File: config.mk
export PLATFORM = sky130hd
export DESIGN_NAME = tx_fifo_flat
export DESIGN_NICKNAME = d
export VERILOG_FILES = /design/src/rtl/tx_fifo_if.sv /design/src/rtl/tx_fifo.sv /design/src/flat_wrapper.sv
export SDC_FILE = /design/constraint.sdc
export NUM_CORES = 1
export LEC_CHECK = 0
export CORE_MARGIN = 2
export CORE_UTILIZATION = 35
export CTS_BUF_LIST = sky130_fd_sc_hd__clkbuf_8
export CTS_CLUSTER_DIAMETER = 40
export CTS_CLUSTER_SIZE = 10
export DETAILED_ROUTE_END_ITERATION = 10
export DONT_BUFFER_PORTS = 1
export GPL_ROUTABILITY_DRIVEN = 0
export PLACE_DENSITY_LB_ADDON = 0.08
export SKIP_CTS_REPAIR_TIMING = 1
export SYNTH_ARGS = -nofsm -noshare
export SYNTH_HDL_FRONTEND = slang
export SYNTH_SLANG_ARGS = --single-unit
export TNS_END_PERCENT = 50
File: constraint.sdc
create_clock -name PCLK -period 2.53 [get_ports PCLK]
set_clock_uncertainty 0.2 [all_clocks]
set_input_delay 0.253 -clock PCLK [delete_from_list [all_inputs] [get_ports PCLK]]
set_output_delay 0.253 -clock PCLK [all_outputs]
set_load 0.01 [all_outputs]
File: src/rtl/tx_fifo_if.sv
// Bus/shifter-facing signal bundle for the transmit FIFO.
// The master side is the APB write port plus the shifter's pop request.
interface tx_fifo_if #(parameter int WIDTH = 8);
  logic             PSEL;
  logic             PWRITE;
  logic [WIDTH-1:0] PWDATA;
  logic             read_fifo;
  logic [WIDTH-1:0] TxData;
  logic             tx_fifo_empty;
  logic             SSPTXINTR;
  logic             tx_overrun;

  modport master (output PSEL, PWRITE, PWDATA, read_fifo,
                  input  TxData, tx_fifo_empty, SSPTXINTR, tx_overrun);
  modport slave  (input  PSEL, PWRITE, PWDATA, read_fifo,
                  output TxData, tx_fifo_empty, SSPTXINTR, tx_overrun);
endinterface

File: src/rtl/tx_fifo.sv
// Show-ahead transmit FIFO: APB pushes, edge-detected pops from the shifter,
// one-cycle overrun pulse when a write is dropped on a full queue.
module tx_fifo #(
  parameter int DEPTH = 4,
  parameter int WIDTH = 8
) (
  input  logic       PCLK,
  input  logic       CLEAR_B,
  tx_fifo_if.slave   bus
);
  localparam int AW = $clog2(DEPTH);
  localparam int CW = AW + 1;

  logic [WIDTH-1:0] mem [DEPTH];
  logic [AW-1:0]    wptr, rptr;
  logic [CW-1:0]    count;
  logic             rd_prev;
  logic             overrun_q;

  logic push_req, pop_req, push_ok, pop_ok, full, empty;

  assign full     = (count == CW'(DEPTH));
  assign empty    = (count == '0);
  assign push_req = bus.PSEL & bus.PWRITE;
  assign pop_req  = bus.read_fifo & ~rd_prev;
  assign pop_ok   = pop_req & ~empty;
  // A full queue still takes a write when the head leaves in the same cycle.
  assign push_ok  = push_req & (~full | pop_ok);

  always_ff @(posedge PCLK or negedge CLEAR_B) begin
    if (!CLEAR_B) begin
      wptr      <= '0;
      rptr      <= '0;
      count     <= '0;
      // History starts high so a level already asserted at release is not an edge.
      rd_prev   <= 1'b1;
      overrun_q <= 1'b0;
    end else begin
      rd_prev   <= bus.read_fifo;
      overrun_q <= push_req & ~push_ok;
      if (push_ok) wptr <= wptr + AW'(1);
      if (pop_ok)  rptr <= rptr + AW'(1);
      if (push_ok && !pop_ok)      count <= count + CW'(1);
      else if (pop_ok && !push_ok) count <= count - CW'(1);
    end
  end

  always_ff @(posedge PCLK) begin
    if (push_ok) mem[wptr] <= bus.PWDATA;
  end

  assign bus.TxData        = empty ? '0 : mem[rptr];
  assign bus.tx_fifo_empty = empty;
  assign bus.SSPTXINTR     = full;
  assign bus.tx_overrun    = overrun_q;
endmodule
File: src/flat_wrapper.sv
// flat-port wrapper written by rule: the top's interface ports become plain ports
module tx_fifo_flat 
#(
  parameter int DEPTH = 4,
  parameter int WIDTH = 8
)
  (PCLK, CLEAR_B, bus_PSEL, bus_PWRITE, bus_PWDATA, bus_read_fifo, bus_TxData, bus_tx_fifo_empty, bus_SSPTXINTR, bus_tx_overrun);
  tx_fifo_if #(.WIDTH(WIDTH)) bus_i ();
  input  logic PCLK;
  input  logic CLEAR_B;
  input wire logic [$bits(bus_i.PSEL)-1:0] bus_PSEL;
  input wire logic [$bits(bus_i.PWRITE)-1:0] bus_PWRITE;
  input wire logic [$bits(bus_i.PWDATA)-1:0] bus_PWDATA;
  input wire logic [$bits(bus_i.read_fifo)-1:0] bus_read_fifo;
  output wire logic [$bits(bus_i.TxData)-1:0] bus_TxData;
  output wire logic [$bits(bus_i.tx_fifo_empty)-1:0] bus_tx_fifo_empty;
  output wire logic [$bits(bus_i.SSPTXINTR)-1:0] bus_SSPTXINTR;
  output wire logic [$bits(bus_i.tx_overrun)-1:0] bus_tx_overrun;
  assign bus_i.PSEL = bus_PSEL;
  assign bus_i.PWRITE = bus_PWRITE;
  assign bus_i.PWDATA = bus_PWDATA;
  assign bus_i.read_fifo = bus_read_fifo;
  assign bus_TxData = bus_i.TxData;
  assign bus_tx_fifo_empty = bus_i.tx_fifo_empty;
  assign bus_SSPTXINTR = bus_i.SSPTXINTR;
  assign bus_tx_overrun = bus_i.tx_overrun;
  tx_fifo #(.DEPTH(DEPTH), .WIDTH(WIDTH)) u_core (.PCLK(PCLK), .CLEAR_B(CLEAR_B), .bus(bus_i));
endmodule
Yosys cells after proc, flatten, opt, wreduce, memory -nomap -nowiden

Memory sizes are Yosys's and may differ from the RTL's.
Cells that the tools add are included.

Register bits: 9
Bits in writable memories: 32
Bits of input ports: 13
Output and inout port bits: 11
Logic and storage cells: 32
Memories: 1

Memory list:

| memory     | depth | bits a word | read ports | clocked after Yosys merged registers in | write ports | RTL line      | RTL |
|---|---|---|---|---|---|---|---|
| u_core.mem | 4     | 8           | 1          | 0                                       | 1           | tx_fifo.sv:14 | `logic [WIDTH-1:0] mem [DEPTH];` |

Add/sub/neg operators: 4
Equal/unequal tests: 1
Mux-type cells: 5
Bitwise logic cells: 10
Reductions and logical operators: 6

Operators by type and width:

| operator                                                            | number |
|---|---|
| 8-bit 2-to-1 mux                                                    | 1 |
| 3-bit 2-to-1 mux                                                    | 2 |
| 1-bit bitwise AND                                                   | 5 |
| 2-bit by 1-bit adder with 2-bit output (second input constant)      | 2 |
| 1-bit NOT                                                           | 4 |
| 3-bit by 1-bit adder with 3-bit output (second input constant)      | 1 |
| 3-bit equality test (second input constant)                         | 1 |
| 3-bit zero test                                                     | 1 |
| 3-bit by 1-bit subtractor with 3-bit output (second input constant) | 1 |
| 1-bit logical AND                                                   | 2 |
| 1-bit zero test                                                     | 2 |
| 1-bit 2-to-1 mux                                                    | 2 |
| 2-bit nonzero test                                                  | 1 |
| 1-bit bitwise OR                                                    | 1 |

Longest topological paths before layout

Gate-level depths: netlist of the first run.

Word-level depth: 9
Mapped depth: 8

Worst setup path after synthesis of the first run

OpenSTA, ideal clock, no wires.

Kind: register to register
Start: reg u_core.count[1]
End: reg u_core.count[1]
Setup time: 0.125 ns
Data arrival time: 1.780 ns
Required time: 2.205 ns
Setup slack: 0.425 ns
Stages on the path, launching flop included: 7
Path buffers: 0
Clock period less this slack: 2.105 ns
Cells stage by stage: dfrtp_1 nor3b_4 a21oi_4 ha_1 inv_1 fa_1 mux2_2

Elaborated cells between the ends (all ways): 16
Classes of those cells: add/sub (2); eq/ne (1); mux (2); bitwise (5); reduce/logical (6)

RTL lines:

| item                         | RTL line           | RTL |
|---|---|---|
| start: declaration           | tx_fifo.sv:16      | `logic [CW-1:0] count;` |
| start signal: assignment     | tx_fifo.sv:43      | `if (push_ok && !pop_ok) count <= count + CW'(1);` |
| start signal: assignment     | tx_fifo.sv:44      | `else if (pop_ok && !push_ok) count <= count - CW'(1);` |
| 3-bit equality test *        | tx_fifo.sv:22      | `assign full = (count == CW'(DEPTH));` |
| net bus_SSPTXINTR            | flat_wrapper.sv:17 | `output wire logic [$bits(bus_i.SSPTXINTR)-1:0] bus_SSPTXINTR;` |
| 1-bit NOT *                  | tx_fifo.sv:28      | `assign push_ok = push_req & (~full \| pop_ok);` |
| 1-bit bitwise OR *           | tx_fifo.sv:28      |  |
| 1-bit bitwise AND *          | tx_fifo.sv:28      |  |
| net u_core.push_ok           | tx_fifo.sv:20      | `logic push_req, pop_req, push_ok, pop_ok, full, empty;` |
| 1-bit zero test              | tx_fifo.sv:44      |  |
| 1-bit logical AND            | tx_fifo.sv:44      |  |
| 2-bit nonzero test (no line) | --                 |  |

The timed path passes the listed nets; every way through them passes the cells marked *. The select of a mux whose other input is x is not followed.
A chain may end at the register's enable or synchronous reset.

Worst setup path after layout of the first run

Same ends and word-level chain as after synthesis.

==> reports/qor.yml, run 1 <==
status: "complete, no violations"
rsz0062_at_grt: "false"
netSwitchingFraction: 0.301
synth_edf_count: 32
dp_hpwl_um: 1820
routed_wl_um: 2800
clk_pin_slew_worst_paths_ns: 0.07
cp-start-kind: "flop"
ys_top_cells_by_area: "edfxtp_1 (56%), dfrtp_1 (12%), mux4_2 (10%)"
tritoncts: "done"
fin_ws_ns: 0.291
layout_common_cells: "edfxtp_1 (32), dlygate4sd3_1 (12), mux4_2 (8), nor2b_1 (8), dfrtp_1 (8)"
clkPwrFrac: 0.242
ys.flop_type: "edfxtp_1"
synth_top_area_cell: "edfxtp_1"
first_iter_violations: 24
crit_start: "u_core.count[1]"
final_common_cell: "edfxtp_1"
routed_via_density: 4.41
nets: 128
combinationalPowerShare: 0.295
yosys_warnings: 0
path_cells: "nor3b_4 > a21oi_4 > ha_1 > inv_1 > fa_1 > mux2_2"
yosysUniqueCellTypes: 24
rows: 25
p_int_w: 0.00147
start_util: 0.365
worstSetupPathType: "flop to flop"
ys_ff_latch: 41
cts_root_buf: "clkbuf_8"
post-route-drc-count: 0
synth_nets: 110
hold_viol: 0
grt_pass1_wl_um: 4250
cp_top_family: "adder cells"
ant_nets: 0
cts_buffers: 5
fp.dieArea_um2: 5500
max_stage_delay_ns: 0.45
vdd_drop_max_v: 0.000296
tightest_slew_ns: 0.443
antenna_found_initial: 0
clock_path_buffers: 2
grt_util_all_layers: 0.115
crit_required_ns: 2.51
area_delta_synth_final_pct: 18.9
n_fill_cell: 422
p_per_area_nw_per_um2: 1030
synth_cells: 91
ys_seq_area_frac: 0.689
io_buffers: 0
core_um2: 4720
reg2regPathDepth: 6
slowest_stage: "dfrtp_1"
post-route-min-period_ns: 2.24
async_flop_share: 0.220
r2r_setup_slack_ns: 0.29
worst-path-buf-inv: 1
die_x_um: 74.2
diodes: 0
grt_pass1_vias: 792
synth_top_area_frac: 0.557
drtPass1Iterations: 4
finalMaxSlewViolations: 0
cts.sinks: 41
overflow: 0
place_ws_ns: 0.296
wl_per_cell_um: 15.8
setup_violations: 0
num_io_pins: 24
avgSynthCellArea_um2: 18.9
r2r_end: "u_core.count[1]"
setup_tns_ns: 0
clk_latency_ns: 0.29
total_leakage_power_nw: 0.715
cp.depth: 6
fmax_ghz: 0.447
grt_max_degree: 14
timing.max_cap.violations: 0
min_period_over_period: 0.885
critical_path.endpoint_type: "flop"
p_sw_w: 0.000632
die_h_um: 74.2
cp_max_fo: 7
timing.rr.start: "u_core.count[1]"
critPathArrivalTime_ns: 2.22
via_count: 780
max_slew_margin: 0.704
final_layout_size_suffix_gt1_frac: 0.273
endpoint: "u_core.count[1]"
synth_area_um2: 1720
htreeDepth: 2
hold_path_class: "input port to flop"
power_frac_seq: 0.463
-- synth_stat cells (2+ instances only) --
cell type and count:
edfxtp_1 32, xor2_1 3, dfrtp_1 8, nor2_1 2
nor2b_1 8, inv_1 3, mux4_2 8, and2_2 4
nand2_1 2, xnor2_1 3, ha_1 5
-- tightest hold or removal path, stage by stage --
cell and delay [ns]:
nand2b_2 0.09, nand2_1 0.08, nor2_1 0.04
-- kinds of logic (layout without fill, tap and decap cells) --
family | after synthesis | after routing | share of synthesized area
flops | 41 | 41 | 0.689
simple gates | 21 | 21 | 0.0849
mux | 10 | 10 | 0.120
fa+ha+maj | 6 | 6 | 0.0479
xor+xnor | 6 | 6 | 0.0305
buf+inv | 6 | 25 | 0.0189
compound gates | 1 | 1 | 0.00944
-- metrics by stage --
| stage | total power, W | area (µm²) | utilization | hold WS [ns] | std cells |
|---|---|---|---|---|---|
| after floorplan | 0.00145 | 1720 | - | -0.243 | 91 |
| after global placement | 0.00160 | 1820 | 0.385 | -0.242 | 157 |
| after detailed placement | 0.00160 | 1820 | 0.385 | -0.242 | 157 |
| after CTS | 0.00212 | 1930 | 0.408 | -0.564 | 165 |
| after global routing | 0.00224 | 2050 | 0.434 | 0.0209 | 177 |
| final | 0.00210 | 2050 | 0.434 | 0.0113 | 177 |
-- how the worst min path moves through the flow --
stage / cells past startpoint / slack (ns) / start / to
finish: 3 / 0.01 / bus_read_fifo / u_core.bus.tx_overrun
global placement: 0 / -0.24 / CLEAR_B / u_core.bus.tx_overrun
global route: 3 / 0.02 / bus_read_fifo / u_core.bus.tx_overrun
CTS: 0 / -0.56 / CLEAR_B / u_core.wptr[1]
detailed placement: 0 / -0.24 / CLEAR_B / u_core.bus.tx_overrun
floorplan: 0 / -0.24 / CLEAR_B / u_core.bus.tx_overrun
-- power by group through the flow --
stage               registers (W)  logic, W  clock network, W
finish                   0.000973  0.000620          0.000509
global route             0.000991  0.000694          0.000555
CTS                      0.000980  0.000615          0.000526
detailed placement       0.000994  0.000610                 0
global placement         0.000990  0.000611                 0
floorplan                0.000920  0.000534                 0
-- sequential cells by signal, summed over array words and instances (netlist names) --
name / count
u_core.bus.tx_overrun: 1
u_core.mem: 32
u_core.rptr: 2
u_core.rd_prev: 1
u_core.count: 3
u_core.wptr: 2
-- layer usage --
metal / global-route usage / up-vias / share of wire
li1: - / 369 / -
met1: 0.140 / 388 / 0.41
met2: 0.179 / 17 / 0.52
met3: 0.0434 / 6 / 0.053
met4: 0.0606 / 0 / 0.021
met5: 0 / - / 0
-- cell type report --
type | count | area, µm² | area share
clock buffer | 5 | 68.8 | 0.0336
clock inverter | 3 | 41.3 | 0.0201
inverter | 3 | 11.3 | 0.00549
sequential | 41 | 1190 | 0.579
tap | 67 | 83.8 | 0.0409
multi-input combinational | 44 | 509 | 0.248
timing repair buffer | 14 | 148 | 0.0720
Note: power is estimated with default switching activity, not from simulation.
==> run 2: changes to the inputs <==
--- a/config.mk
+++ b/config.mk
@@ -11,11 +11,10 @@
 export CTS_CLUSTER_DIAMETER = 40
 export CTS_CLUSTER_SIZE = 10
 export DETAILED_ROUTE_END_ITERATION = 10
-export DONT_BUFFER_PORTS = 1
 export GPL_ROUTABILITY_DRIVEN = 0
 export PLACE_DENSITY_LB_ADDON = 0.08
 export SKIP_CTS_REPAIR_TIMING = 1
 export SYNTH_ARGS = -nofsm -noshare
 export SYNTH_HDL_FRONTEND = slang
 export SYNTH_SLANG_ARGS = --single-unit
-export TNS_END_PERCENT = 50
+export TNS_END_PERCENT = 30
==> run 2 against run 1 <==
Effect of this change: clock power about the same; sequential power down 2.3%; final cell count up 7.3%; critical endpoint is now bus_TxData[7]; largest cell class unchanged; power increased by 8.4%.
==> reports/qor.yml, run 2 (synthesis results as in run 1) <==
start_util: 0.365  # unchanged
fmax_ghz: 0.418  # -6.4%
hold_path_class: "input port to asynchronous set/reset pin"
diodes: 0  # unchanged
critical_path.endpoint_type: "output port"
clk_latency_ns: 0.28  # about the same
worstSetupPathType: "flop to output port"
via_count: 817  # +4.7%
vdd_drop_max_v: 0.000372  # +26%
min_period_over_period: 0.946  # +0.0606
timing.max_cap.violations: 0  # unchanged
wl_per_cell_um: 15.1  # -4.5%
cts_root_buf: "clkbuf_8"
final_layout_size_suffix_gt1_frac: 0.252  # -0.0207
combinationalPowerShare: 0.360  # +0.065
fp.dieArea_um2: 5500  # unchanged
htreeDepth: 2  # unchanged
place_ws_ns: 0.0548  # -0.241 ns
crit_required_ns: 2.08  # -0.43 ns
layout_common_cells: "edfxtp_1 (32), clkdlybuf4s50_1 (23), mux4_2 (8), nor2b_1 (8), dfrtp_1 (8)"
routed_wl_um: 2870  # +2.5%
hold_viol: 0  # unchanged
clkPwrFrac: 0.223  # -0.019
finalMaxSlewViolations: 0  # unchanged
fin_ws_ns: 0.138  # -0.153 ns
tritoncts: "done"
first_iter_violations: 33  # +38%
p_per_area_nw_per_um2: 1050  # +2.9%
clock_path_buffers: 2  # unchanged
setup_violations: 0  # unchanged
critPathArrivalTime_ns: 1.94  # -0.28 ns
drtPass1Iterations: 4  # unchanged
dp_hpwl_um: 1930  # +5.8%
grt_pass1_wl_um: 4740  # +12%
wl_met3_um: 130  # -12%
cp_max_fo: 10  # +3
status: "complete, no violations"
power_frac_seq: 0.417  # -0.046
cts.sinks: 41  # unchanged
p_int_w: 0.00163  # +11%
overflow: 0  # unchanged
largest_reg_flops: 32  # unchanged
rsz0062_at_grt: "false"
regMostFlops: "u_core.mem"
area_delta_synth_final_pct: 25.3
post-route-drc-count: 0  # unchanged
final_common_cell: "edfxtp_1"
routedLengthMet1_um: 1310  # +14%
tightest_slew_ns: 0.450  # +0.00672 ns
routed_via_density: 4.30  # -2.4%
reg_top3: "u_core.mem: 32 flops, u_core.count: 3 flops"
netSwitchingFraction: 0.285  # -0.0154
die_x_um: 74.2  # unchanged
nets: 141  # +10%
holdWs_ns: 0.0697  # +0.0583 ns
io_buffers: 23  # +23
die_h_um: 74.2  # unchanged
cp-start-kind: "flop"
final_util: 0.457  # +0.0236
ant_nets: 0  # unchanged
num_io_pins: 24  # unchanged
clk_pin_slew_worst_paths_ns: 0.07  # about the same
grt_max_degree: 14  # unchanged
core_um2: 4720  # unchanged
cts_buffers: 5  # unchanged
maxUsedRoutingLayer: "met4"
p_sw_w: 0.000651  # +2.9%
wl_met2_um: 1390  # -3.8%
total_leakage_power_nw: 0.760  # +6.3%
rows: 25  # unchanged
antenna_found_initial: 0  # unchanged
grt_pass1_vias: 901  # +14%
post-route-min-period_ns: 2.39  # +0.153 ns
max_slew_margin: 0.700  # -0.00351
grt_util_all_layers: 0.125  # +0.0103
setup_tns_ns: 0  # unchanged
run 2: power by group through the flow:
stage | Sequential (W) | Clock [W] | Combinational (W)
after detailed placement | 0.000966 | 0 | 0.000837
after floorplan | 0.000920 | 0 | 0.000534
after global placement | 0.000958 | 0 | 0.000821
after global routing | 0.000969 | 0.000561 | 0.000913
after CTS | 0.000952 | 0.000525 | 0.000840
final | 0.000951 | 0.000509 | 0.000820
run 2: stage by stage:
stage                     total power [W]  instance area [µm²]  instances
after floorplan                   0.00145                 1720         91
after global placement            0.00178                 2050        182
after detailed placement          0.00180                 2050        182
after CTS                         0.00232                 2160        190
after global routing              0.00244                 2160        190
final                             0.00228                 2160        190
run 2: final timing paths:
kind                            startpoint               to  slack, ns  cells after the start
hold / removal                     CLEAR_B   u_core.rptr[0]       0.07                      1
min in group PCLK            bus_read_fifo   u_core.rd_prev       0.22                      1
setup reg to reg           u_core.count[0]  u_core.count[1]       0.34                      6
hold reg to reg            u_core.count[2]  u_core.count[2]       0.30                      1
setup / recovery            u_core.rptr[0]    bus_TxData[7]       0.14                      4
max in group asynchronous          CLEAR_B   u_core.rd_prev       1.73                      1
run 2: critical path, cell delays in order, from the launching register on:
cell and delay, ns:
dfrtp_1 0.34, buf_6 0.18, mux4_2 0.50, nor2b_1 0.14, clkdlybuf4s50_1 0.48
run 2: area by class of cell:
class                           instances  area, µm²
Fill cell                             422       2560
Timing Repair Buffer                   27        264
Inverter                                3       11.3
Multi-Input combinational cell         44        504
Tap cell                               67       83.8
Clock inverter                          3       41.3
Clock buffer                            5       68.8
Sequential cell                        41       1190
run 2: layer usage:
metal / up-vias / global-route usage
li1: 398 / -
met5: - / 0
met4: 0 / 0.0545
met1: 400 / 0.161
met2: 15 / 0.188
met3: 4 / 0.0515
